===== config.mk =====
export PLATFORM = sky130hd
export DESIGN_NAME = uart_loader
export DESIGN_NICKNAME = d
export VERILOG_FILES = /design/src/rtl/uart_loader.sv
export SDC_FILE = /design/constraint.sdc
export NUM_CORES = 1
export LEC_CHECK = 0
export ABC_AREA = 0
export ABC_CLOCK_PERIOD_IN_PS = 4400
export CORE_MARGIN = 4
export CORE_UTILIZATION = 50
export DETAILED_ROUTE_END_ITERATION = 10
export GPL_ROUTABILITY_DRIVEN = 0
export PLACE_DENSITY = 0.7
export SLEW_MARGIN = 10
export SYNTH_ARGS = -nofsm -noshare
export SYNTH_HDL_FRONTEND = slang
export SYNTH_SLANG_ARGS = --single-unit

===== constraint.sdc =====
create_clock -name clk -period 4.4 [get_ports clk]
set_input_delay 1.1 -clock clk [delete_from_list [all_inputs] [get_ports clk]]
set_output_delay 1.1 -clock clk [all_outputs]
set_load 0.05 [all_outputs]

===== src/rtl/uart_loader.sv =====
// uart_loader: turns the UART receiver's byte stream into memory writes.
// Packets are SYNC, ADDR, LEN, LEN data bytes, CHK, where LEN=0 means 256 bytes.
// The CPU is held in reset from the first SYNC byte until a RUN byte arrives in IDLE.
// A stall between bytes inside a packet aborts the packet and raises the sticky error flag.
module uart_loader #(
  parameter int         ADDR_W        = 8,
  parameter logic [7:0] SYNC_BYTE     = 8'hA5,
  parameter logic [7:0] RUN_BYTE      = 8'h5A,
  parameter int         TIMEOUT_CLKS  = 100000,
  parameter bit         HOLD_AT_RESET = 1'b1
) (
  input  logic              clk,
  input  logic              rst,
  input  logic              rx_valid,
  input  logic [7:0]        rx_data,
  output logic              mem_we,
  output logic [ADDR_W-1:0] mem_addr,
  output logic [7:0]        mem_wdata,
  output logic              cpu_hold,
  output logic              busy,
  output logic              load_done,
  output logic              load_error
);

  // TW is sized to hold TIMEOUT_CLKS, so the counter cannot wrap before it expires.
  localparam int TW = $clog2(TIMEOUT_CLKS + 1);

  typedef enum logic [2:0] {
    S_IDLE,
    S_ADDR,
    S_LEN,
    S_DATA,
    S_CHK
  } state_t;

  state_t            state_reg;
  logic [TW-1:0]     timer_reg;
  logic [ADDR_W-1:0] start_reg;
  logic [8:0]        count_reg;     // bytes in this packet, 1..256
  logic [8:0]        idx_reg;       // index of the next data byte
  logic [7:0]        checksum_reg;
  logic              mem_we_reg;
  logic [ADDR_W-1:0] mem_addr_reg;
  logic [7:0]        mem_wdata_reg;
  logic              cpu_hold_reg;
  logic              busy_reg;
  logic              load_done_reg;
  logic              load_error_reg;
  logic              timeout_hit;

  // The inter-byte gap has used up its allowance.
  assign timeout_hit = (timer_reg == TW'(TIMEOUT_CLKS - 1));

  assign mem_we     = mem_we_reg;
  assign mem_addr   = mem_addr_reg;
  assign mem_wdata  = mem_wdata_reg;
  assign cpu_hold   = cpu_hold_reg;
  assign busy       = busy_reg;
  assign load_done  = load_done_reg;
  assign load_error = load_error_reg;

  // Packet parser, timeout guard and registered memory-write port.
  always_ff @(posedge clk) begin
    if (rst) begin
      state_reg      <= S_IDLE;
      timer_reg      <= '0;
      start_reg      <= '0;
      count_reg      <= '0;
      idx_reg        <= '0;
      checksum_reg   <= '0;
      mem_we_reg     <= 1'b0;
      mem_addr_reg   <= '0;
      mem_wdata_reg  <= '0;
      cpu_hold_reg   <= HOLD_AT_RESET;
      busy_reg       <= 1'b0;
      load_done_reg  <= 1'b0;
      load_error_reg <= 1'b0;
    end else begin
      // Write strobe and done flag are single-cycle pulses.
      mem_we_reg    <= 1'b0;
      load_done_reg <= 1'b0;

      // The counter only runs inside a packet and restarts on every byte.
      if (state_reg == S_IDLE || rx_valid) begin
        timer_reg <= '0;
      end else begin
        timer_reg <= timer_reg + 1'b1;
      end

      if (state_reg != S_IDLE && !rx_valid && timeout_hit) begin
        // An arriving byte takes priority over expiry, hence the !rx_valid term.
        state_reg      <= S_IDLE;
        busy_reg       <= 1'b0;
        load_error_reg <= 1'b1;
      end else if (rx_valid) begin
        case (state_reg)
          S_IDLE: begin
            if (rx_data == SYNC_BYTE) begin
              state_reg    <= S_ADDR;
              busy_reg     <= 1'b1;
              cpu_hold_reg <= 1'b1;
            end else if (rx_data == RUN_BYTE) begin
              cpu_hold_reg <= 1'b0;
            end
          end
          S_ADDR: begin
            start_reg    <= ADDR_W'(rx_data);
            checksum_reg <= rx_data;
            state_reg    <= S_LEN;
          end
          S_LEN: begin
            count_reg    <= (rx_data == 8'd0) ? 9'd256 : {1'b0, rx_data};
            checksum_reg <= checksum_reg + rx_data;
            idx_reg      <= '0;
            state_reg    <= S_DATA;
          end
          S_DATA: begin
            // Marker values are ordinary payload here.
            checksum_reg  <= checksum_reg + rx_data;
            mem_we_reg    <= 1'b1;
            mem_wdata_reg <= rx_data;
            mem_addr_reg  <= start_reg + ADDR_W'(idx_reg);
            idx_reg       <= idx_reg + 9'd1;
            if (idx_reg == count_reg - 9'd1) begin
              state_reg <= S_CHK;
            end
          end
          S_CHK: begin
            if (checksum_reg == rx_data) begin
              load_done_reg  <= 1'b1;
              load_error_reg <= 1'b0;
            end else begin
              load_error_reg <= 1'b1;
            end
            state_reg <= S_IDLE;
            busy_reg  <= 1'b0;
          end
          default: begin
            state_reg <= S_IDLE;
            busy_reg  <= 1'b0;
          end
        endcase
      end
    end
  end

endmodule


# Word-level counts from Yosys, hierarchy flattened
# Index checks and enable logic that the tools add are counted.
# word_totals
ff_bits	75
latch_bits	0
ram_bits	0
rom_bits	0
in_bits	11
out_inout_bits	21
wordCells	76
mem_count	0
# op_classes
add_sub_neg	5
mul	0
n_div	0
n_lt_le_gt_ge	0
n_eq_ne	11
n_shift	0
mux	16
bitwise_logic	4
n_reduce_logical	27
# ops
cell	n
AND reduction 3 bit	7
case mux 9 bit (2 select lines)	1
adder 17 x 1 -> 17 bit, second input constant	1
equality test 17 bit, second input constant	1
adder 8 bit	2
case mux 8 bit (2 select lines)	1
case mux 3 bit (4 select lines)	1
nonzero test 2 bit	5
adder 9 x 1 -> 9 bit, second input constant	1
equality test 9 bit	1
2-to-1 mux 1 bit	9
2-to-1 mux 9 bit	1
subtractor 9 x 1 -> 9 bit, second input constant	1
equality test 8 x 7 -> 1 bit, second input constant	1
equality test 8 bit	1
equality test 8 bit, second input constant	1
zero test 8 bit	1
equality test 3 x 2 -> 1 bit, second input constant	2
2-to-1 mux 3 bit	2
OR reduction 2 bit	3
OR reduction 3 bit	2
inverter 1 bit	4
AND reduction 4 bit	1
OR reduction 4 bit	1
11 further kinds	12

# Logic depth before layout (Yosys ltp)
# Gate-level depths: netlist of run 1.
# depth
depth_word	5
ltp_mapped	9
depth_no_buf	9

# Worst setup path before layout of run 1
# Ideal clock, no wire load.
# synth_timing
path_kind	in2reg
from	in rx_data[1]
to	reg checksum_reg[7]
setup_time_ns	0.132
arrival_ns	2.541
t_required_ns	4.268
path_slack_ns	1.727
cell_stages	7
n_path_buf	0
cell_sequence	ha_1 a21o_1 a211o_1 a2111oi_2 nor2_1 o211ai_1 nor3_1
# synth_via
elab_chain_cells	2
# synth_rtl
element	line	source
from (decl)	15	input logic [7:0] rx_data,
adder 8 bit	113, 119	
case mux 8 bit (2 select lines)	96	case (state_reg)
to (signal assigned)	108	checksum_reg <= rx_data;
to (signal assigned)	113	checksum_reg <= checksum_reg + rx_data;
to (signal assigned)	119	checksum_reg <= checksum_reg + rx_data;
to (decl)	41	logic [7:0] checksum_reg;
# Every way passes these cells.
# A chain may end at the register's enable or synchronous reset.

# Worst setup path in the final report of run 1
# Same ends and word-level chain as after synthesis.

==> impl_table.tex, run 1 <==
\begin{tabular}{lr}
\hline
Metric & Value \\
\hline
\multicolumn{2}{l}{\textbf{Clocking}} \\
\quad Bufs on Longest Clock Path & 2 \\
\quad Clock slew at reported path FFs & 0.08 ns \\
\quad Clk Tree Root Cell & clkbuf\_8 \\
\quad Number of buffers inserted during clock tree synthesis & 9 \\
\quad Total number of clock tree sinks & 75 \\
\quad PostCTS Resize Cnt & 0 \\
\quad Hold buffer count at CTS & 0 \\
\quad Clock latency reported for the late side of the worst-skew pair & 0.36 ns \\
\quad Clock tree from TritonCTS & done \\
\quad Count of H-tree levels built during CTS & 3 \\
\quad Number of post-CTS setup repair buffers & 0 \\
\multicolumn{2}{l}{\textbf{Finish}} \\
\quad Storage element area & 0.001501 sq mm \\
\quad Combined area of the multi-input logic cells & roughly 0.0023 sq mm \\
\quad Fillers & between 700 and 800 \\
\quad Antenna fix cells & 0 \\
\quad Final non-filler cell area & about 0.0045 sq mm \\
\quad Flip-flop count of the largest register after layout & 17 \\
\quad Growth of design area from synthesis to finish & 14.72\% \\
\quad Post-route insts no fill & 622 \\
\quad Number of nets in the finished design & 545 \\
\quad Fraction of final layout cells sized beyond drive strength 1 & about 6.9\% \\
\multicolumn{2}{l}{\textbf{Timing}} \\
\quad Period utilisation layout & 69.86\% \\
\quad Count of final max-slew check failures & 0 \\
\quad RSZ-0062 raised after global routing & false \\
\quad Transition time at the pin with the least slew margin & 0.6661 ns \\
\quad Shortest clock period the worst path allows after layout & 3.074 ns \\
\quad Final-layout setup total negative slack & 0 ns \\
\quad Fmax achieved & 325.3 MHz \\
\quad Max\_slew headroom & a little under three fifths \\
\quad Fin Clk Skew & between 0.007 and 0.008 ns \\
\quad Final setup viols & 0 \\
\quad Number of hold violations in the final report & 0 \\
\multicolumn{2}{l}{\textbf{Yosys}} \\
\quad Post-synthesis sequential area ratio & between 30\% and 40\% \\
\quad Mean instance size in the synthesized netlist & a little over 8 sq um \\
\quad Post-synthesis sequential element count & 75 \\
\quad Number of distinct library cells after synthesis & 63 \\
\quad Ys async rst share & 0\% \\
\quad Prevailing post-synth register cell & dfxtp\_1 \\
\quad Syn nets & 519 \\
\quad Synthesized instance count & 489 \\
\quad YS warnings & 0 \\
\quad Number of synthesized flops with an enable pin & 0 \\
\quad Netlist area before placement & about 0.0040 sq mm \\
\multicolumn{2}{l}{\textbf{Setup path}} \\
\quad Peak per-stage delay on the critical path & just over 0.6 ns \\
\quad Required time at the endpoint of the critical path & 4.64 ns \\
\quad CP Max Fanout & 8 \\
\quad Worst setup path class & input port to register \\
\quad Register-to-Register Setup Slack & 1.90 ns \\
\quad CP endpoint kind & register \\
\quad Critical-path cell with the highest stage delay & clkdlybuf4s50\_1 \\
\quad Startpoint class of the critical path & input port \\
\quad CP Cell Sequence & clkdlybuf4s50\_1, ha\_1, a21o\_1, a211o\_1, a2111oi\_2, o21ai\_0, o211ai\_1, nor3\_1 \\
\quad Arrival time at the worst endpoint & 3.31 ns \\
\multicolumn{2}{l}{\textbf{Pwr}} \\
\quad Post-route total power & 1.291 mW \\
\quad Share of power burned in registers & 52.6\% \\
\quad Proportion of power drawn by combinational gates & 3.8\% \\
\quad Int Pwr & 0.9788 mW \\
\quad Switching power & 0.3120 mW \\
\quad Clock share of power & 43.6\% \\
\quad Leak pwr & 1.658 nW \\
\quad Switching power share of the total & 24.17\% \\
\quad Peak supply drop & 151.0 uV \\
\quad PwrDens & 284.6 mW/mm\^{}2 \\
\multicolumn{2}{l}{\textbf{Route}} \\
\quad WL/cell & between 10 and 15 um \\
\quad Routed Antenna Nets & 0 \\
\quad Routed via count divided by cell count & 5.707 \\
\quad Routed WL & 9310 um \\
\quad Drt initial violations & 224 \\
\quad Via count of the routed design & 3550 \\
\quad Number of iterations in the first detailed-routing pass & 5 \\
\quad Residual DRC & 0 \\
\multicolumn{2}{l}{\textbf{Global route}} \\
\quad Met1 capacity usage during global routing & a little over a quarter \\
\quad First-pass GRT wire length & 15670 um \\
\quad GR Layer Usage met3 & 4.398\% \\
\quad Met2 usage & 32.86\% \\
\quad Total grt overflow & 0 \\
\quad Largest net degree at the start of global routing & 46 \\
\quad Number of antenna violations at the first check in global routing & 0 \\
\quad Vias in the first global route & approximately 3300 \\
\quad Global-route usage over all layers & 20.28\% \\
\quad GRT busiest layer & met2 \\
\multicolumn{2}{l}{\textbf{Die}} \\
\quad Die footprint & about 0.0094 sq mm \\
\quad Initial Util & about half \\
\quad Die Y-Extent & 96.93 um \\
\quad \# rows & 32 \\
\quad Standard cell core area & 0.007727 sq mm \\
\quad Count of pins on the block boundary & 32 \\
\quad X dimension of the die & 96.93 um \\
\multicolumn{2}{l}{\textbf{Place}} \\
\quad Count of placed standard cells including taps & 606 \\
\quad Dpl hpwl & between 6000 and 7000 um \\
\quad Number of port buffers & 31 \\
\quad Placed Instance Area & 0.004324 sq mm \\
\multicolumn{2}{l}{\textbf{Min path}} \\
\quad Type of the tightest min-delay check & register to register \\
\multicolumn{2}{l}{\textbf{Job}} \\
\quad Maximum capacitance violations & 0 \\
\multicolumn{2}{l}{\textbf{Status}} \\
\quad Outcome & complete, no violations \\
\hline
\end{tabular}
==> area by class of cell <==
class / count / share of cell area (%)
clock inverter: 6 / 1.628
multi-input combinational: 373 / 50.01
inverter: 19 / 1.572
sequential: 75 / 33.10
clock buffer: 10 / 3.034
timing repair buffer: 37 / 7.834
tap: 102 / 2.814
==> cells in the mapped netlist (2+ instances only) <==
library cell / number / area, sq um
nand2_1: 80 / 300.3
dfxtp_1: 75 / 1501
nor2_1: 47 / 176.4
a21oi_1: 44 / 220.2
o21ai_0: 21 / 105.1
inv_1: 19 / 71.32
nand3_1: 18 / 90.09
ha_1: 17 / 212.7
and3_1: 16 / 100.1
xor2_1: 15 / 131.4
xnor2_1: 14 / 122.6
clkbuf_1: 12 / 45.04
nor3_1: 9 / 45.04
buf_2: 6 / 30.03
nand4_1: 6 / 37.54
nor2b_1: 6 / 37.54
o211ai_1: 5 / 37.54
o21a_1: 5 / 37.54
a21o_1: 4 / 30.03
and4_1: 4 / 35.03
a211oi_1: 3 / 22.52
a311oi_1: 3 / 26.28
a31oi_1: 3 / 18.77
buf_6: 3 / 33.78
mux2i_1: 3 / 30.03
nor4_1: 3 / 18.77
a211o_1: 2 / 17.52
a22oi_1: 2 / 15.01
and2_1: 2 / 12.51
fa_1: 2 / 40.04
nand2b_1: 2 / 12.51
nand3b_1: 2 / 15.01
nor3_2: 2 / 20.02
o311ai_0: 2 / 17.52
o41ai_1: 2 / 17.52
or3_1: 2 / 12.51
or4_1: 2 / 15.01
==> cells in the final DEF (no fill, tap or decap), types with 3 or more instances in the layout <==
cell             netlist  layout
a21o_1                 4       4
dfxtp_1               75      75
a21oi_1               44      44
nor3_1                 9       9
mux2i_1                3       3
nor2b_1                6       6
nand2_1               80      80
xnor2_1               14      14
inv_1                 19      19
ha_1                  17      17
o21ai_0               21      21
nor2_1                47      47
nand4_1                6       6
clkbuf_8               0      10
nor4_1                 3       3
buf_4                  0       6
and4_1                 4       4
o21a_1                 5       5
a311oi_1               3       3
a31oi_1                3       3
clkdlybuf4s50_1        0      31
a211oi_1               3       3
and3_1                16      16
xor2_1                15      15
nand3_1               18      18
o211ai_1               5       5
==> worst paths after layout <==
check | startpoint | endpoint | depth (start not counted)
max | rx_data[1] | checksum_reg[7]$_SDFFE_PP0P_ | 8
min | mem_wdata[0]$_SDFFE_PP0P_ | mem_wdata[0]$_SDFFE_PP0P_ | 2
max reg2reg | idx_reg[0]$_SDFFE_PP0P_ | mem_addr[6]$_SDFFE_PP0P_ | 9
min reg2reg | mem_wdata[0]$_SDFFE_PP0P_ | mem_wdata[0]$_SDFFE_PP0P_ | 2
==> worst max-delay path: cells and delay by family <==
family                     cells  cell delay, ns
buffers and inverters          1            0.62
AOI/OAI and AO/OA              5            1.23
and+or+nand+nor                1            0.06
adders and majority gates      1            0.29
==> cells by family (layout without fill, tap and decap cells) <==
| kind of cell | count (synthesis) | in the layout | synth area share [%] |
|---|---|---|---|
| buffers and inverters | 41 | 72 | 4.652 |
| adder cells (fa/ha/maj) | 19 | 19 | 6.392 |
| multiplexers | 3 | 3 | 0.7595 |
| AO/OA/AOI/OAI | 109 | 109 | 17.53 |
| AND/OR/NAND/NOR | 213 | 213 | 26.27 |
| flip-flops | 75 | 75 | 37.97 |
| XOR/XNOR | 29 | 29 | 6.424 |
==> per-stage QoR <==
stage	hold slack [ns]	util (%)	setup slack, ns
after floorplan	0.4260	-	1.727
after global placement	0.4381	55.96	1.033
after detailed placement	0.4487	55.96	0.9676
after CTS	0.4609	58.69	1.356
after global routing	0.4782	58.69	1.238
final	0.4559	58.69	1.326
==> metal layers <==
metal,part of all wire [%],wire length (um)
met1,45,4208
met2,48,4458
met3,4.8,445
met4,2.1,197
met5,0,0
==> power by group through the flow <==
| stage | registers (mW) | clock network [mW] | logic, mW |
|---|---|---|---|
| final | 0.679 | 0.563 | 0.0496 |
| after detailed placement | 0.695 | 0 | 0.0493 |
| after floorplan | 0.695 | 0 | 0.0247 |
| after global routing | 0.679 | 0.605 | 0.0543 |
| after CTS | 0.679 | 0.576 | 0.0495 |
| after global placement | 0.695 | 0 | 0.0484 |
(Power assumes the default switching activity.)
==> inputs of run 2 (changes only) <==
ABC_CLOCK_PERIOD_IN_PS = 2620   (was 4400)
PLACE_DENSITY = 0.73   (was 0.7)
clock period = 2.62 ns   (was 4.4 ns; I/O delays follow)
==> run 2 against run 1 <==
- routed wire length up 2.9%
- global-route usage increased by 0.77 points
- sequential share of layout area fell by 0.92 points
- critical path depth unchanged
- setup slack got worse by 1.1 ns
- power up 69%
- register-to-register slack got worse by 1.6 ns
- first-iteration DRC count up 4.0%
- sequential power grew 68%
==> impl_table.tex, run 2 (same netlist as run 1, synthesis figures left out) <==
\begin{tabular}{lr}
\hline
Metric & Value \\
\hline
\multicolumn{2}{l}{\textbf{Clocking}} \\
\quad Clock slew at reported path FFs & 0.08 ns \\
\quad Bufs on Longest Clock Path & 2 \\
\quad Clock tree from TritonCTS & done \\
\quad Number of buffers inserted during clock tree synthesis & 9 \\
\quad Clk Tree Root Cell & clkbuf\_8 \\
\quad PostCTS Resize Cnt & 0 \\
\quad Clock latency reported for the late side of the worst-skew pair & roughly 0.36 ns \\
\quad Total number of clock tree sinks & 75 \\
\quad Hold buffer count at CTS & 0 \\
\quad Count of H-tree levels built during CTS & 3 \\
\quad Number of post-CTS setup repair buffers & 0 \\
\multicolumn{2}{l}{\textbf{Setup path}} \\
\quad CP Max Fanout & 3 \\
\quad Peak per-stage delay on the critical path & about 0.44 ns \\
\quad Worst setup path class & input port to register \\
\quad Required time at the endpoint of the critical path & 2.86 ns \\
\quad Arrival time at the worst endpoint & 2.66 ns \\
\quad CP Cell Sequence & clkdlybuf4s50\_1, ha\_1, a21o\_1, a211o\_1, a2111oi\_2, nor2\_1, o211ai\_1, nor3\_1 \\
\quad Critical-path cell with the highest stage delay & clkdlybuf4s50\_1 \\
\quad Count of buffering cells on the critical path with inverters included & 1 \\
\quad CP endpoint kind & register \\
\quad Kind of cell adding the most delay to the critical path & compound AO/OA/AOI/OAI gates \\
\quad Startpoint class of the critical path & input port \\
\multicolumn{2}{l}{\textbf{Pwr}} \\
\quad Switching power share of the total & 25.06\% \\
\quad PwrDens & 468.5 mW/mm\^{}2 \\
\quad Switching power & around 0.55 mW \\
\quad Leak pwr & $\sim$1.7 nW \\
\quad Int Pwr & approximately 1.6 mW \\
\quad Share of power burned in registers & between 50 and 60\% \\
\quad Clock share of power & 43.3\% \\
\quad Proportion of power drawn by combinational gates & 4.6\% \\
\quad Peak supply drop & 326.2 uV \\
\multicolumn{2}{l}{\textbf{Global route}} \\
\quad Vias in the first global route & 3557 \\
\quad Largest net degree at the start of global routing & 25 \\
\quad Number of antenna violations at the first check in global routing & 0 \\
\quad Total grt overflow & 0 \\
\quad First-pass GRT wire length & 16420 um \\
\quad Global-route usage over all layers & 21.04\% \\
\multicolumn{2}{l}{\textbf{Die}} \\
\quad Initial Util & 51.17\% \\
\quad \# rows & 32 \\
\quad Count of pins on the block boundary & 32 \\
\quad Die footprint & 0.009394 sq mm \\
\quad Die Y-Extent & 96.93 um \\
\quad Standard cell core area & 0.007727 sq mm \\
\quad X dimension of the die & around 97 um \\
\multicolumn{2}{l}{\textbf{Timing}} \\
\quad Period utilisation layout & 92.20\% \\
\quad Transition time at the pin with the least slew margin & 0.5648 ns \\
\quad Fmax achieved & 414.0 MHz \\
\quad Final setup viols & 0 \\
\quad Number of hold violations in the final report & 0 \\
\quad RSZ-0062 raised after global routing & false \\
\quad Fin Clk Skew & 0.008363 ns \\
\quad Final worst slack & between 0.2 and 0.25 ns \\
\quad Count of final max-slew check failures & 0 \\
\quad Max\_slew headroom & 62.27\% \\
\quad Final-layout setup total negative slack & 0 ns \\
\quad Worst Hold Slack & 0.4578 ns \\
\quad Shortest clock period the worst path allows after layout & 2.416 ns \\
\multicolumn{2}{l}{\textbf{Route}} \\
\quad Number of iterations in the first detailed-routing pass & 5 \\
\quad Routed wire length on met3 & 405 um \\
\quad WL/cell & 14.96 um \\
\quad Highest routing layer actually used & met4 \\
\quad Drt initial violations & 233 \\
\quad Amount of wire on met2 after detailed routing & between 4000 and 5000 um \\
\quad Residual DRC & 0 \\
\quad Via count of the routed design & 3596 \\
\quad Met1 WL & 4157 um \\
\quad Routed Antenna Nets & 0 \\
\quad Routed via count divided by cell count & 5.619 \\
\quad Routed WL & 9577 um \\
\multicolumn{2}{l}{\textbf{Finish}} \\
\quad Number of nets in the finished design & about 560 \\
\quad Antenna fix cells & 0 \\
\quad Flip-flop count of the largest register after layout & 17 \\
\quad Fraction of final layout cells sized beyond drive strength 1 & 10.04\% \\
\quad Leading cell type in the layout, fill and taps excluded & nand2\_1 \\
\quad Most frequent cells in the layout & nand2\_1 (80), dfxtp\_1 (75), nor2\_1 (47) \\
\quad Growth of design area from synthesis to finish & 18.01\% \\
\quad Post-layout util & 60.38\% \\
\multicolumn{2}{l}{\textbf{Place}} \\
\quad Number of port buffers & 31 \\
\quad Worst setup timing slack at the placement stage & -0.1833 ns \\
\quad Dpl hpwl & 7150 um \\
\multicolumn{2}{l}{\textbf{Min path}} \\
\quad Type of the tightest min-delay check & register to register \\
\multicolumn{2}{l}{\textbf{Job}} \\
\quad Maximum capacitance violations & 0 \\
\multicolumn{2}{l}{\textbf{Status}} \\
\quad Outcome & complete, no violations \\
\hline
\end{tabular}
run 2: final cells by class:
type	count	area (sq um)
tap	102	127.6
timing repair buffer	55	490.5
sequential	75	1501
fill	680	3062
multi-input combinational	373	2268
inverter	19	71.32
clock inverter	7	82.58
clock buffer	9	123.9
run 2: routing by layer:
| metal | global-route usage, % | vias up |
|---|---|---|
| li1 | - | 1801 |
| met1 | 25.52 | 1678 |
| met2 | 35.24 | 92 |
| met3 | 3.821 | 25 |
| met4 | 11.34 | 0 |
| met5 | 0 | - |
run 2: metrics by stage:
step	area [sq um]	instances	total power, mW
finish	4666	640	2.186
global route	4666	640	2.268
CTS	4666	640	2.199
detailed placement	4459	624	1.266
global placement	4459	624	1.264
floorplan	3954	489	1.208
run 2: path summary, 6_finish.rpt:
path,depth (start not counted),end,slack (ns),start
worst max-delay path,8,checksum_reg[7]$_SDFFE_PP0P_,0.20,rx_data[1]
worst min register to register,2,mem_addr[5]$_SDFFE_PP0P_,0.46,mem_addr[5]$_SDFFE_PP0P_
worst max register to register,8,mem_addr[6]$_SDFFE_PP0P_,0.31,idx_reg[1]$_SDFFE_PP0P_
worst min-delay path,2,mem_addr[5]$_SDFFE_PP0P_,0.46,mem_addr[5]$_SDFFE_PP0P_
run 2: power groups by stage:
stage / registers [mW] / clock network [mW] / logic, mW
after floorplan: 1.17 / 0 / 0.0415
after global placement: 1.17 / 0 / 0.0980
after detailed placement: 1.17 / 0 / 0.0994
after CTS: 1.14 / 0.959 / 0.0999
after global routing: 1.14 / 1.02 / 0.109
final: 1.14 / 0.946 / 0.101
run 2: worst reg2reg max path, cell delays in order (launching register included):
cell and delay [ns]:
dfxtp_1 0.49, inv_1 0.11, fa_1 0.41, nor2b_1 0.16, o21ai_0 0.14, a21oi_1 0.20, o21ai_0 0.11, a2111oi_0 0.47
a311o_1 0.17
==> inputs of run 3 (changes only) <==
CORE_MARGIN = 2   (was 4)
==> run 3 against run 2 <==
- final area grew 0.72%
- worst hold slack lost 0.00098 ns
- register-to-register slack gained 0.02 ns
- setup slack lost 0.014 ns
- clock skew shrank 0.0030 ns
- non-clock buffer count grew 1
- first-iteration DRC count shrank 37%
- clock power grew 9.9%
- critical path type unchanged
- largest cell class unchanged
- largest power group unchanged
==> impl_table.tex, run 3 (same netlist as run 1, synthesis figures left out) <==
\begin{tabular}{lr}
\hline
Metric & Value \\
\hline
\multicolumn{2}{l}{\textbf{Pwr}} \\
\quad Leak pwr & approximately 1.8 nW \\
\quad Post-route total power & around 2.3 mW \\
\quad PwrDens & 485.1 mW/mm\^{}2 \\
\quad Peak supply drop & 329.9 uV \\
\multicolumn{2}{l}{\textbf{Setup path}} \\
\quad Startpoint class of the critical path & input port \\
\quad Count of cells along the worst register-to-register path & 9 \\
\quad Count of buffering cells on the critical path with inverters included & 1 \\
\quad Register-to-Register Setup Slack & about 0.33 ns \\
\quad Kind of cell adding the most delay to the critical path & compound AO/OA/AOI/OAI gates \\
\quad Worst setup path class & input port to register \\
\quad CP Cell Sequence & clkdlybuf4s50\_1, ha\_1, a21o\_1, a211o\_1, a2111oi\_2, nor2\_1, o211ai\_1, nor3\_1 \\
\quad Peak per-stage delay on the critical path & 0.43 ns \\
\quad Required time at the endpoint of the critical path & between 2 and 3 ns \\
\quad Critical-path cell with the highest stage delay & clkdlybuf4s50\_1 \\
\quad Arrival time at the worst endpoint & 2.67 ns \\
\quad Capture point of the worst reg-to-reg path & mem\_addr[6]\$\_SDFFE\_PP0P\_ \\
\quad Startpoint of the most critical register-to-register path & start\_reg[0]\$\_SDFFE\_PP0P\_ \\
\quad CP endpoint kind & register \\
\quad CP Max Fanout & 3 \\
\multicolumn{2}{l}{\textbf{Finish}} \\
\quad Antenna fix cells & 0 \\
\quad Leading cell type in the layout, fill and taps excluded & nand2\_1 \\
\quad Number of nets in the finished design & 564 \\
\quad Fraction of final layout cells sized beyond drive strength 1 & 10.20\% \\
\quad Growth of design area from synthesis to finish & 18.86\% \\
\quad Flip-flop count of the largest register after layout & 17 \\
\quad Fillers & 706 \\
\quad Most frequent cells in the layout & nand2\_1 (80), dfxtp\_1 (75), nor2\_1 (47) \\
\quad Post-route insts no fill & $\sim$640 \\
\multicolumn{2}{l}{\textbf{Global route}} \\
\quad First-pass GRT wire length & 15810 um \\
\quad Largest net degree at the start of global routing & 24 \\
\quad Vias in the first global route & roughly 3500 \\
\quad Global-route usage over all layers & around 23\% \\
\quad Number of antenna violations at the first check in global routing & 0 \\
\quad Total grt overflow & 0 \\
\multicolumn{2}{l}{\textbf{Die}} \\
\quad \# rows & 32 \\
\quad Standard cell core area & 0.007687 sq mm \\
\quad Initial Util & 51.43\% \\
\quad Die footprint & 0.008635 sq mm \\
\quad Count of pins on the block boundary & 32 \\
\quad Die Y-Extent & 92.93 um \\
\quad X dimension of the die & between 90 and 100 um \\
\multicolumn{2}{l}{\textbf{Route}} \\
\quad Met1 WL & 4040 um \\
\quad Amount of wire on met2 after detailed routing & 4727 um \\
\quad Via count of the routed design & 3665 \\
\quad Routed WL & roughly 9400 um \\
\quad Routed Antenna Nets & 0 \\
\quad Number of iterations in the first detailed-routing pass & 4 \\
\quad WL/cell & 14.72 um \\
\quad Routed via count divided by cell count & 5.718 \\
\quad Residual DRC & 0 \\
\quad Drt initial violations & around 150 \\
\quad Highest routing layer actually used & met4 \\
\quad Routed wire length on met3 & 411 um \\
\multicolumn{2}{l}{\textbf{Clocking}} \\
\quad Clock tree from TritonCTS & done \\
\quad Count of H-tree levels built during CTS & 3 \\
\quad Number of buffers inserted during clock tree synthesis & 9 \\
\quad Number of post-CTS setup repair buffers & 0 \\
\quad Clock slew at reported path FFs & 0.08 ns \\
\quad Clk Tree Root Cell & clkbuf\_8 \\
\quad Hold buffer count at CTS & 0 \\
\quad Clock latency reported for the late side of the worst-skew pair & 0.36 ns \\
\quad Bufs on Longest Clock Path & 2 \\
\quad Total number of clock tree sinks & 75 \\
\quad PostCTS Resize Cnt & 0 \\
\multicolumn{2}{l}{\textbf{Timing}} \\
\quad Final-layout setup total negative slack & 0 ns \\
\quad Final setup viols & 0 \\
\quad Fin Clk Skew & 0.005315 ns \\
\quad Transition time at the pin with the least slew margin & 0.5526 ns \\
\quad Period utilisation layout & 92.73\% \\
\quad Number of hold violations in the final report & 0 \\
\quad Final worst slack & 0.1905 ns \\
\quad Count of final max-slew check failures & 0 \\
\quad Shortest clock period the worst path allows after layout & 2.430 ns \\
\quad RSZ-0062 raised after global routing & false \\
\quad Fmax achieved & 411.6 MHz \\
\quad Worst Hold Slack & $\sim$0.46 ns \\
\quad Max\_slew headroom & between 60\% and 70\% \\
\multicolumn{2}{l}{\textbf{Place}} \\
\quad Count of placed standard cells including taps & 625 \\
\quad Dpl hpwl & $\sim$6900 um \\
\quad Worst setup timing slack at the placement stage & -0.1791 ns \\
\quad Number of port buffers & 31 \\
\multicolumn{2}{l}{\textbf{Min path}} \\
\quad Type of the tightest min-delay check & register to register \\
\quad Worst Min Path Start & mem\_addr[4]\$\_SDFFE\_PP0P\_ \\
\quad Worst hold path depth & 2 \\
\quad Worst hold path endpoint & mem\_addr[4]\$\_SDFFE\_PP0P\_ \\
\multicolumn{2}{l}{\textbf{Job}} \\
\quad Maximum capacitance violations & 0 \\
\multicolumn{2}{l}{\textbf{Status}} \\
\quad Outcome & complete, no violations \\
\hline
\end{tabular}
-- run 3: cell count changes in the layout (fill, tap and decap cells not counted), sizes merged --
| cell | delta |
|---|---|
| buf | +1 |
| clkinvlp | -2 |
| inv | -1 |
| bufinv | +1 |
| clkinv | +2 |
-- run 3: worst max-delay path by stage --
stage | startpoint | to | slack [ns] | cells after the start
after floorplan | rx_data[1] | checksum_reg[7]$_SDFFE_PP0P_ | 0.39 | 7
after global placement | rx_data[1] | checksum_reg[7]$_SDFFE_PP0P_ | -0.14 | 8
after detailed placement | rx_data[1] | checksum_reg[7]$_SDFFE_PP0P_ | -0.18 | 8
after CTS | rx_data[1] | checksum_reg[7]$_SDFFE_PP0P_ | 0.20 | 8
after global routing | rx_data[1] | checksum_reg[7]$_SDFFE_PP0P_ | 0.06 | 8
final | rx_data[1] | checksum_reg[7]$_SDFFE_PP0P_ | 0.19 | 8
-- run 3: final cells by class --
class / instances / area, sq um / share of cell area, %
clock buffers: 9 / 123.9 / 2.636
clock inverters: 7 / 108.9 / 2.316
inverters: 19 / 71.32 / 1.518
multi-input cells: 373 / 2268 / 48.27
flip-flops and latches: 75 / 1501 / 31.95
well taps: 102 / 127.6 / 2.716
repair buffers: 56 / 498.0 / 10.60
-- run 3: metrics by stage --
stage          util, %  instance area [sq um]
4_1_cts          61.13                   4700
6_report         61.13                   4700
5_1_grt          61.13                   4700
3_3_place_gp     58.11                   4467
3_5_place_dp     58.11                   4467
2_1_floorplan        -                   3954
-- run 3: worst reg2reg max path, cell delays in order (launching register included) --
cell       delay, ns
dfxtp_1         0.37
ha_1            0.18
inv_1           0.05
fa_1            0.37
nor2b_1         0.20
o21ai_0         0.13
a21oi_1         0.19
o21ai_0         0.13
a2111oi_0       0.42
a311o_1         0.17
-- run 3: routing by layer --
| layer | global-route usage [%] | up-vias |
|---|---|---|
| met5 | 0 | - |
| met4 | 11.15 | 0 |
| met3 | 4.475 | 25 |
| met2 | 40.04 | 92 |
| met1 | 27.42 | 1734 |
| li1 | - | 1814 |
-- run 3: report_power, final --
group          switching, mW  internal, mW  leakage (nW)
combinational         0.0564        0.0402          1.05
sequential          0.000490          1.14         0.604
clock                  0.487         0.556         0.118
total                  0.544          1.74          1.77
